<file path="src/rtl/a2d_pkg.sv">
// Shared constants for the A2D SPI front-end: state encoding, SCLK divider
// load/end points, transfer length and the channel-select command format.
package a2d_pkg;

  localparam logic [2:0] IDLE = 3'd0;
  localparam logic [2:0] TX1  = 3'd1;
  localparam logic [2:0] GAP  = 3'd2;
  localparam logic [2:0] TX2  = 3'd3;
  localparam logic [2:0] DONE = 3'd4;

  // Divider preload puts the first SCLK fall 9 clocks into the SS_n window.
  localparam logic [4:0] DIV_START = 5'b10111;
  // Divider value at which SS_n is released after the last rise.
  localparam logic [4:0] DIV_END   = 5'b11110;

  localparam int BITS_PER_XFER = 16;

  localparam logic [10:0] CMD_PAD = 11'h000;

  // The ADC takes the channel address in bits [13:11] of the command word.
  function automatic logic [15:0] a2d_cmd(input logic [2:0] ch);
    return {2'b00, ch, CMD_PAD};
  endfunction

endpackage

</file>
<file path="src/rtl/a2d_intf_spi.sv">
// spi_mstr16: generic 16-bit SPI master transaction engine (mode 3, SCLK
// idles high). A wrt while idle loads cmd and opens an SS_n window; done is
// asserted combinationally on the clock that closes the window.
module spi_mstr16
  import a2d_pkg::*;
#(
  parameter int SCLK_DIV_W = 5
) (
  input  logic        clk,
  input  logic        rst_n,
  input  logic        wrt,
  input  logic [15:0] cmd,
  input  logic        MISO,
  output logic        done,
  output logic [15:0] rd_data,
  output logic        SS_n,
  output logic        SCLK,
  output logic        MOSI
);

  localparam int DIV_SPAN = 2 ** SCLK_DIV_W;
  localparam logic [SCLK_DIV_W-1:0] DIV_LD   = SCLK_DIV_W'(DIV_SPAN - 32 + int'(DIV_START));
  localparam logic [SCLK_DIV_W-1:0] DIV_IDLE = SCLK_DIV_W'(DIV_SPAN - 32 + int'(DIV_END));
  localparam logic [SCLK_DIV_W-1:0] DIV_LAST = SCLK_DIV_W'(DIV_SPAN - 32 + int'(DIV_END) - 1);
  localparam logic [SCLK_DIV_W-1:0] DIV_MID  = SCLK_DIV_W'(DIV_SPAN / 2 - 1);
  localparam logic [4:0]            XFER_BITS = 5'(BITS_PER_XFER);

  logic [SCLK_DIV_W-1:0] div;
  logic [15:0]           tx_shft;
  logic [15:0]           rx_shft;
  logic [4:0]            bit_cnt;
  logic                  rise;

  // SCLK is the divider MSB; parking div at DIV_IDLE keeps it high between windows.
  assign SCLK    = div[SCLK_DIV_W-1];
  assign MOSI    = ~SS_n & tx_shft[15];
  assign rise    = ~SS_n && (div == DIV_MID);
  assign done    = ~SS_n && (bit_cnt == XFER_BITS) && (div == DIV_LAST);
  assign rd_data = rx_shft;

  // Divider, shift registers, bit counter and slave select.
  always_ff @(posedge clk) begin
    if (!rst_n) begin
      SS_n    <= 1'b1;
      div     <= DIV_IDLE;
      tx_shft <= 16'h0000;
      rx_shft <= 16'h0000;
      bit_cnt <= 5'd0;
    end else if (SS_n) begin
      if (wrt) begin
        SS_n    <= 1'b0;
        div     <= DIV_LD;
        tx_shft <= cmd;
        bit_cnt <= 5'd0;
      end
    end else begin
      div <= div + 1'b1;
      if (rise) begin
        rx_shft <= {rx_shft[14:0], MISO};
        tx_shft <= {tx_shft[14:0], 1'b0};
        bit_cnt <= bit_cnt + 1'b1;
      end
      if (done) begin
        SS_n <= 1'b1;
      end
    end
  end

endmodule

</file>
<file path="src/rtl/a2d_intf.sv">
// a2d_intf: SPI front-end for the 8-channel 12-bit line-sensor A2D.
// A request runs two back-to-back transactions (address, then read) and
// returns the 12-bit result with cnv_cmplt.
// Build option A2D_STICKY_CMPLT_EN: cnv_cmplt holds high until the next
// accepted strt_cnv instead of pulsing for one clock.
//
// state | meaning
// IDLE  | waiting for strt_cnv
// TX1   | first transaction: send channel address
// GAP   | one clock with SS_n high between transactions
// TX2   | second transaction: same command, conversion shifts in
// DONE  | result registered, cnv_cmplt asserted
module a2d_intf
  import a2d_pkg::*;
#(
  parameter int SCLK_DIV_W = 5
) (
  input  logic        clk,
  input  logic        rst_n,
  input  logic        strt_cnv,
  input  logic [2:0]  chnnl,
  output logic        cnv_cmplt,
  output logic [11:0] A2D_res,
  output logic        SS_n,
  output logic        SCLK,
  output logic        MOSI,
  input  logic        MISO
);

  logic [2:0]  state;
  logic [2:0]  nxt_state;
  logic [2:0]  ch_lat;
  logic        accept;
  logic        wrt;
  logic        done;
  logic [15:0] cmd;
  logic [15:0] rd_data;
  logic [3:0]  rx_unused;

  assign accept    = (state == IDLE) && strt_cnv;
  assign wrt       = accept || (state == GAP);
  // In IDLE the channel is taken straight from the input on the accepting edge.
  assign cmd       = (state == IDLE) ? a2d_cmd(chnnl) : a2d_cmd(ch_lat);
  assign rx_unused = rd_data[15:12];

  spi_mstr16 #(
    .SCLK_DIV_W(SCLK_DIV_W)
  ) u_spi (
    .clk     (clk),
    .rst_n   (rst_n),
    .wrt     (wrt),
    .cmd     (cmd),
    .MISO    (MISO),
    .done    (done),
    .rd_data (rd_data),
    .SS_n    (SS_n),
    .SCLK    (SCLK),
    .MOSI    (MOSI)
  );

  // Next-state decode for the two-transaction sequence.
  always_comb begin
    nxt_state = state;
    case (state)
      IDLE:    if (strt_cnv) nxt_state = TX1;
      TX1:     if (done) nxt_state = GAP;
      GAP:     nxt_state = TX2;
      TX2:     if (done) nxt_state = DONE;
      DONE:    nxt_state = IDLE;
      default: nxt_state = IDLE;
    endcase
  end

  // State, channel latch, result register and completion flag.
  always_ff @(posedge clk) begin
    if (!rst_n) begin
      state     <= IDLE;
      ch_lat    <= 3'd0;
      A2D_res   <= 12'h000;
      cnv_cmplt <= 1'b0;
    end else begin
      state <= nxt_state;
      if (accept) begin
        ch_lat <= chnnl;
      end
      if ((state == TX2) && done) begin
        A2D_res <= rd_data[11:0];
      end
`ifdef A2D_STICKY_CMPLT_EN
      if ((state == TX2) && done) begin
        cnv_cmplt <= 1'b1;
      end else if (accept) begin
        cnv_cmplt <= 1'b0;
      end
`else
      cnv_cmplt <= (state == TX2) && done;
`endif
    end
  end

endmodule

</file>
<file path="config.mk">
export PLATFORM = sky130hd
export DESIGN_NAME = a2d_intf
export DESIGN_NICKNAME = d
export VERILOG_FILES = /design/src/rtl/a2d_pkg.sv /design/src/rtl/a2d_intf_spi.sv /design/src/rtl/a2d_intf.sv
export SDC_FILE = /design/constraint.sdc
export NUM_CORES = 1
export LEC_CHECK = 0
export CAP_MARGIN = 40
export CELL_PAD_IN_SITES_DETAIL_PLACEMENT = 0
export CELL_PAD_IN_SITES_GLOBAL_PLACEMENT = 1
export CORE_MARGIN = 8
export CORE_UTILIZATION = 30
export CTS_BUF_LIST = sky130_fd_sc_hd__clkbuf_8
export CTS_CLUSTER_SIZE = 14
export DETAILED_ROUTE_END_ITERATION = 10
export HOLD_SLACK_MARGIN = 0.05
export PLACE_DENSITY_LB_ADDON = 0.1
export SLEW_MARGIN = 20
export SYNTH_ARGS = -nofsm -noshare
export SYNTH_HDL_FRONTEND = slang
export SYNTH_SLANG_ARGS = --single-unit
</file>
<file path="constraint.sdc">
create_clock -name clk -period 2.4 [get_ports clk]
set_input_delay 0.72 -clock clk [delete_from_list [all_inputs] [get_ports clk]]
set_output_delay 0.72 -clock clk [all_outputs]
set_load 0.05 [all_outputs]
</file>
Word level (Yosys, flattened, before mapping) --
Index checks and enable logic that the tools add are counted.
Cells by class: $add $sub $neg 2, multipliers 0, div/mod/pow operators 0, magnitude comparators 0, equality and inequality tests 10, shift-type cells 0, mux-type cells 16, bitwise logic cells 2, reduce and logical (&&, ||, !) cells 11
Operators by type and width (count):
- $mux W16 | 3
- $mux W5 | 5
- $mux W14 | 1
- $pmux W3 S4 | 1
- $add A5 B1 Y5 const B | 2
- $eq A5 B5 Y1 const B | 2
- $mux W3 | 3
- $eq A3 B2 Y1 const B | 2
- $ne A2 B2 Y1 const B | 3
- $eq A5 B4 Y1 const B | 1
- $logic_and A1 B1 Y1 | 5
- $reduce_and A2 Y1 | 2
- $eq A3 B1 Y1 const B | 1
- $logic_not A3 Y1 | 1
- $mux W1 | 3
- $reduce_and A3 Y1 | 1
- $ne A2 B1 Y1 const B | 1
- $reduce_bool A2 Y1 | 1
- $and A1 B1 Y1 | 1
- $logic_or A1 B1 Y1 | 1
- $not A1 Y1 | 1
Word-level totals: flip-flop bits (word level) 58, bits in latches 0, RAM bits 0, bits in read-only memories 0, input port bits 7, logic and storage cells 50, memories 0

Longest topological paths before layout --
Gate-level depths: netlist (run 1).
depth after elaboration 5, depth in mapped cells 8

Cells and area by module --
Synthesis (run 1) repeated with hierarchy kept, for this count alone.
Unflattened totals: cell total of the unflattened synthesis 296, area total of the unflattened synthesis 2768.9 µm²
Modules (own cells, without submodules):
- spi_mstr16 | times used 1, cells each 208, area each 1938.1 µm², seq. area each 860.8 µm²
- a2d_intf | times used 1, cells each 88, area each 830.8 µm², seq. area each 380.4 µm²

Worst setup path before layout (run 1) --
OpenSTA, ideal clock, no wires.
path kind register -> output, from register u_spi.SS_n, to output port MOSI, data arrival time 1.458 ns, data required time 1.680 ns, path slack 0.222 ns, cell stages (with the launch flop) 3, buffers on the path 1, cells stage by stage dfxtp_1 -> clkbuf_1 -> nor2b_1
Between the ends: longest elaborated chain between the ends 2
Ends and longest elaborated chain:
- start: declaration | line a2d_intf_spi.sv:16 | output logic SS_n,
- start signal: assignment | line a2d_intf_spi.sv:44 | SS_n <= 1'b1;
- start signal: assignment | line a2d_intf_spi.sv:51 | SS_n <= 1'b0;
- start signal: assignment | line a2d_intf_spi.sv:64 | SS_n <= 1'b1;
- $not A1 Y1 | line a2d_intf_spi.sv:36 | assign MOSI = ~SS_n & tx_shft[15];
- $and A1 B1 Y1 | line a2d_intf_spi.sv:36
- end: declaration | line a2d_intf.sv:26 | output logic MOSI,
No other way between the ends.

Final worst setup path (run 1) --
from register u_spi.div[4], to output port SCLK
RTL lines:
- start: declaration | line a2d_intf_spi.sv:28 | logic [SCLK_DIV_W-1:0] div;
- start signal: assignment | line a2d_intf_spi.sv:57 | div <= div + 1'b1;
- end: declaration | line a2d_intf.sv:25 | output logic SCLK,
No word-level cell between the ends.

==> results_dict.tcl, run 1 <==
set metrics [dict create \
    cts_resized 0 \
    yosysTopAreaCellShare 0.492 \
    cts-buffers-inserted 5 \
    reg2reg_to "u_spi.tx_shft[14]" \
    syn_inst 215 \
    die_x_um 95.9 \
    p_per_area_nw_per_um2 607 \
    vias_per_cell 4.73 \
    htree_levels 2 \
    setup.worst_path.start "u_spi.div[4]" \
    clock_latency_ps 300 \
    via_count 1515 \
    drt-total-wl_um 4220 \
    cp-endpoint "SCLK" \
    fp.dieArea_sq_um 9190 \
    crit_path_start_kind "flip-flop" \
    irDropWorstVdd_v 0.000218 \
    gp_congestion 0.680 \
    place_ws_ps 59.6 \
    setup_tns_ps 0 \
    max_stage_delay_ps 830 \
    yosysTopAreaCell "dfxtp_1" \
    track_usage 0.0993 \
    tightest_slew_ps 555 \
    ant_nets 0 \
    r2r_start "u_spi.div[0]" \
    hold_violations 0 \
    die_h_um 95.9 \
    cp-end-kind "primary output" \
    wl_per_cell_um 13.2 \
    clockBufferDepth 2 \
    post-route-util 0.376 \
    share_clk_of_total_power 0.349 \
    synthFlopType "dfxtp_1" \
    finalSetupViolations 0 \
    post_cts_buffers 0 \
    io_buffers 22 \
    clock.fmax_mhz 445 \
    ys_types 42 \
    avgSynthCellArea_sq_um 8.90 \
    ff2ff_setup_slack_ps 500 \
    syn-num-nets 227 \
    internal-power_mw 1.06 \
    worst-r2r-cell-count 7 \
    overflow 0 \
    slew_violations 0 \
    hold_path.class "flip-flop to flip-flop" \
    drive_above_1_share 0.119 \
    synth_edf_count 0 \
    layout_setup_ws_ps 151 \
    crit_slowest_cell "clkdlybuf4s50_1" \
    seqPwrFrac 0.572 \
    postCtsHoldBufs 0 \
    drc 0 \
    path_cells "clkdlybuf4s50_1" \
    antenna_found_initial 0 \
    synth_area_leaders "dfxtp_1 49%, mux2i_1 7.8%, nand2_1 6.9%" \
    core-area_sq_um 6240 \
    cts_tree "done" \
    syn2layout_area_growth_pct 22.8 \
    crit_required_ps 1680 \
    pin_count 23 \
    drt-initial-drc-count 67 \
    crit_type "flip-flop to primary output" \
    yosysSeqAreaShare 0.492 \
    swShare 0.259 \
    first_pass_iters 4 \
    dpl.hpwl_um 2810 \
    max-cap-violations 0 \
    synth_seq_cells 47 \
    async_flop_share 0 \
    clockRootBuffer "clkbuf_8" \
    grt_pass1_wl_um 7080 \
    skew_ps 9.38 \
    leakagePower_nw 0.968 \
    netSwitchingPower_uw 369 \
    fin_crit_sh 0.937 \
    grt_pass1_vias 1439 \
    yosys_warnings 0 \
    status "finished, final reports clean" \
    nets 254 \
    synthTopCellsByCount "47 x dfxtp_1, 35 x nand2_1, 21 x nor2_1" \
    min_period_ps 2250 \
    whs_path_depth 2 \
    num_antenna_cells 0 \
    arrival_ps 1530 \
    start_util 0.307 \
    path_clk_slew_ps 90 \
    rows 29 \
    path_depth 1 \
    worst-path-buf-inv 1 \
    synth_most_common_cell "dfxtp_1" \
    grt_setup_unrepaired "false" \
    power_frac_comb 0.079 \
    worst-path-max-fanout 4 \
    relSlewSlack 0.630 \
    cts_sinks 47 \
    grt_max_degree 37 \
    synth_area_sq_um 1910 \
    cpLargestDelayFamily "buffers and inverters" \
]
worst register-to-register path: stages (launching register included):
cell,delay (ps)
dfxtp_1,360
ha_1,230
and3_1,180
ha_1,200
nand2b_1,390
buf_4,270
nand3_1,80
a21oi_1,130
area by class of cell:
| class | count | area (sq um) |
|---|---|---|
| inverter | 7 | 26.3 |
| clock inverter | 3 | 25.0 |
| sequential | 47 | 941 |
| clock buffer | 5 | 68.8 |
| multi-input combinational | 150 | 896 |
| fill | 671 | 3890 |
| tap | 77 | 96.3 |
| timing repair buffer | 31 | 295 |
how the worst min path moves through the flow:
| stage | startpoint | end | slack, ps |
|---|---|---|---|
| final | ch_lat[2] | ch_lat[2] | 460 |
| after global routing | u_spi.tx_shft[14] | u_spi.tx_shft[15] | 490 |
| after CTS | ch_lat[2] | ch_lat[2] | 460 |
| after detailed placement | ch_lat[2] | ch_lat[2] | 450 |
| after global placement | u_spi.rd_data[11] | u_spi.rd_data[11] | 450 |
| after floorplan | u_spi.bit_cnt[4] | u_spi.bit_cnt[4] | 420 |
power groups by stage:
stage | logic [mW] | clock network (mW) | registers [mW]
4_1_cts | 0.115 | 0.526 | 0.816
6_report | 0.113 | 0.498 | 0.815
5_1_grt | 0.127 | 0.557 | 0.819
3_3_place_gp | 0.115 | 0 | 0.834
3_5_place_dp | 0.115 | 0 | 0.834
2_1_floorplan | 0.0705 | 0 | 0.832
kinds of logic (layout without fill, tap and decap cells):
| kind of cell | after synthesis | in the layout | share of synthesized area |
|---|---|---|---|
| AND/OR/NAND/NOR | 92 | 92 | 0.233 |
| buffers and inverters | 18 | 46 | 0.0399 |
| XOR/XNOR | 2 | 2 | 0.00916 |
| adder cells (fa/ha/maj) | 5 | 5 | 0.0327 |
| flip-flops | 47 | 47 | 0.492 |
| AO/OA/AOI/OAI | 36 | 36 | 0.114 |
| multiplexers | 15 | 15 | 0.0785 |
layer usage:
layer  track usage  wire length (um)
met2         0.149              1750
met1         0.131              2230
met4        0.0384                43
met3        0.0289               184
met5             0                 0
stage by stage:
stage / hold WS, ps / area, sq um / cells / power (mW)
final: 459 / 2350 / 320 / 1.43
after CTS: 460 / 2350 / 320 / 1.46
after detailed placement: 448 / 2250 / 312 / 0.948
after global routing: 486 / 2350 / 320 / 1.50
after floorplan: 424 / 1910 / 215 / 0.903
after global placement: 448 / 2250 / 312 / 0.948
placed cells by master (no fill, tap or decap), types with 2 or more instances in the layout:
| cell | netlist | layout |
|---|---|---|
| o31ai_1 | 2 | 2 |
| and3_2 | 2 | 2 |
| ha_1 | 5 | 5 |
| clkdlybuf4s50_1 | 0 | 20 |
| o21ai_0 | 2 | 2 |
| dfxtp_1 | 47 | 47 |
| clkbuf_8 | 0 | 5 |
| clkinv_4 | 0 | 2 |
| nand4_1 | 4 | 4 |
| nand2b_1 | 2 | 2 |
| nand2_1 | 35 | 35 |
| a21oi_1 | 20 | 20 |
| mux2i_1 | 15 | 15 |
| inv_1 | 6 | 6 |
| nand3_1 | 12 | 12 |
| nor2b_1 | 5 | 5 |
| o22ai_1 | 2 | 2 |
| nor2_1 | 21 | 21 |
| o21a_1 | 2 | 2 |
| buf_4 | 0 | 10 |
registers in the layout (all words and copies together) (netlist names):
name           flops
ch_lat             3
u_spi.div          5
u_spi.SS_n         1
u_spi.rd_data     12
A2D_res           12
u_spi.bit_cnt      5
cnv_cmplt          1
state              3
u_spi.tx_shft      5
Note: power is estimated with default switching activity, not from simulation.
==> run 2: changes to the inputs <==
==> constraint.sdc (replaced) <==
create_clock -name clk -period 2.4 [get_ports clk]
set_input_delay 0.48 -clock clk [delete_from_list [all_inputs] [get_ports clk]]
set_output_delay 0.48 -clock clk [all_outputs]
set_load 0.05 [all_outputs]
==> run 2 against run 1 <==
Effect of this change: hold slack improved by 2.4 ps; fmax increased by 4.7%; die area unchanged; register-to-register slack got worse by 40 ps; critical path type unchanged.
==> results_dict.tcl, run 2 (synthesis results as in run 1) <==
set metrics [dict create \
    status "finished, final reports clean" \
    hp-start "u_spi.tx_shft[13]" \
    place_ws_ps 268 \
    via_count 1515 \
    crit_required_ps 1920 \
    drc 0 \
    layout_setup_ws_ps 251 \
    skew_ps 8.66 \
    io_buffers 22 \
    multi_input_area_sq_um 896 \
    met1_usage 0.126 \
    irDropWorstVdd_v 0.000287 \
    ant_nets 0 \
    setup_tns_ps 0 \
    grt_pass1_vias 1452 \
    antenna_found_initial 0 \
    syn2layout_area_growth_pct 23.6 \
    clockRootBuffer "clkbuf_8" \
    dpl.hpwl_um 2860 \
    worst-path-max-fanout 7 \
    mostFrequentLayoutCells "47 x dfxtp_1, 35 x nand2_1, 22 x clkdlybuf4s50_1, 21 x nor2_1, 20 x a21oi_1" \
    busiest_layer "met2" \
    grt_use_met2 0.150 \
    drive_above_1_share 0.111 \
    clock_latency_ps 300 \
    drt-total-wl_um 4240 \
    pin_count 23 \
    die_h_um 95.9 \
    cts_resized 0 \
    cts_sinks 47 \
    core-area_sq_um 6240 \
    min_period_ps 2150 \
    crit_type "flip-flop to primary output" \
    leakagePower_nw 0.978 \
    num_antenna_cells 0 \
    final_common_cell "dfxtp_1" \
    fp.dieArea_sq_um 9190 \
    fill_cells 667 \
    first_pass_iters 4 \
    r2r_start "u_spi.div[0]" \
    p_per_area_nw_per_um2 647 \
    seqCellArea_sq_um 941 \
    met3_usage 0.0265 \
    clock.fmax_mhz 465 \
    clockBufferDepth 2 \
    die_x_um 95.9 \
    start_util 0.307 \
    cts-buffers-inserted 5 \
    setup.worst_path.start "u_spi.SS_n" \
    fin_crit_sh 0.895 \
    cpLargestDelayFamily "buffers and inverters" \
    relSlewSlack 0.626 \
    hold_path.class "flip-flop to flip-flop" \
    wl_per_cell_um 13.3 \
    postCtsHoldBufs 0 \
    max-cap-violations 0 \
    rows 29 \
    post_cts_buffers 0 \
    nets 254 \
    tightest_slew_ps 558 \
    grt_max_degree 37 \
    overflow 0 \
    drt-initial-drc-count 72 \
    holdWs_ps 462 \
    slew_violations 0 \
    grt_setup_unrepaired "false" \
    cp-end-kind "primary output" \
    finalSetupViolations 0 \
    grt_pass1_wl_um 6990 \
    crit_path_start_kind "flip-flop" \
    path_cells "nor2b_1 -> clkdlybuf4s50_1" \
    crit_slowest_cell "clkdlybuf4s50_1" \
    hold_violations 0 \
    path_clk_slew_ps 90 \
    track_usage 0.0980 \
    cts_tree "done" \
    finalPower_mw 1.53 \
    arrival_ps 1670 \
    worst-path-buf-inv 1 \
    htree_levels 2 \
    vias_per_cell 4.73 \
    gp_congestion 0.706 \
    max_stage_delay_ps 820 \
]
==> run 2: cell count changes in the layout (fill, tap and decap cells not counted) <==
cell and change:
buf_12 -1, buf_4 -1, bufinv_16 +1, clkbuf_8 +1, clkdlybuf4s50_1 +2, clkinv_2 +1
clkinv_4 -2, clkinvlp_4 -1
==> run 2: worst reg2reg max path, stage by stage (launching register included) <==
cell and delay, ps:
dfxtp_1 360, ha_1 230, and3_1 180, ha_1 210, nand2b_1 410, buf_4 270, nand3_1 80, a21oi_1 140
==> run 2: area by class of cell <==
class,count,area share
repair buffers,31,0.122
inverters,7,0.0111
clock buffers,6,0.0349
flip-flops and latches,47,0.398
multi-input cells,150,0.379
clock inverters,2,0.0148
well taps,77,0.0407
==> run 2: final timing paths <==
path         slack (ps)  cells after the start                 to
max reg2reg         460                      7  u_spi.tx_shft[15]
min reg2reg         460                      2  u_spi.tx_shft[14]
min                 460                      2  u_spi.tx_shft[14]
max                 250                      2               MOSI
==> run 2: layer usage <==
metal / up-vias / share of wire
met5: - / 0
met4: 0 / 0.013
met3: 7 / 0.058
met2: 29 / 0.43
met1: 693 / 0.50
li1: 786 / -
==> run 2: metrics by stage <==
stage,instance area (sq um),cells,util
finish,2360,320,0.379
global route,2360,320,0.379
CTS,2360,320,0.379
detailed placement,2250,312,0.360
global placement,2250,312,0.360
floorplan,1910,215,-
==> run 2: power by group <==
part / switching, mW / leakage [nW] / internal [mW] / total (mW)
Clock: 0.267 / 0.0612 / 0.337 / 0.604
Sequential: 0.0167 / 0.381 / 0.795 / 0.812
Combinational: 0.0628 / 0.536 / 0.0513 / 0.114
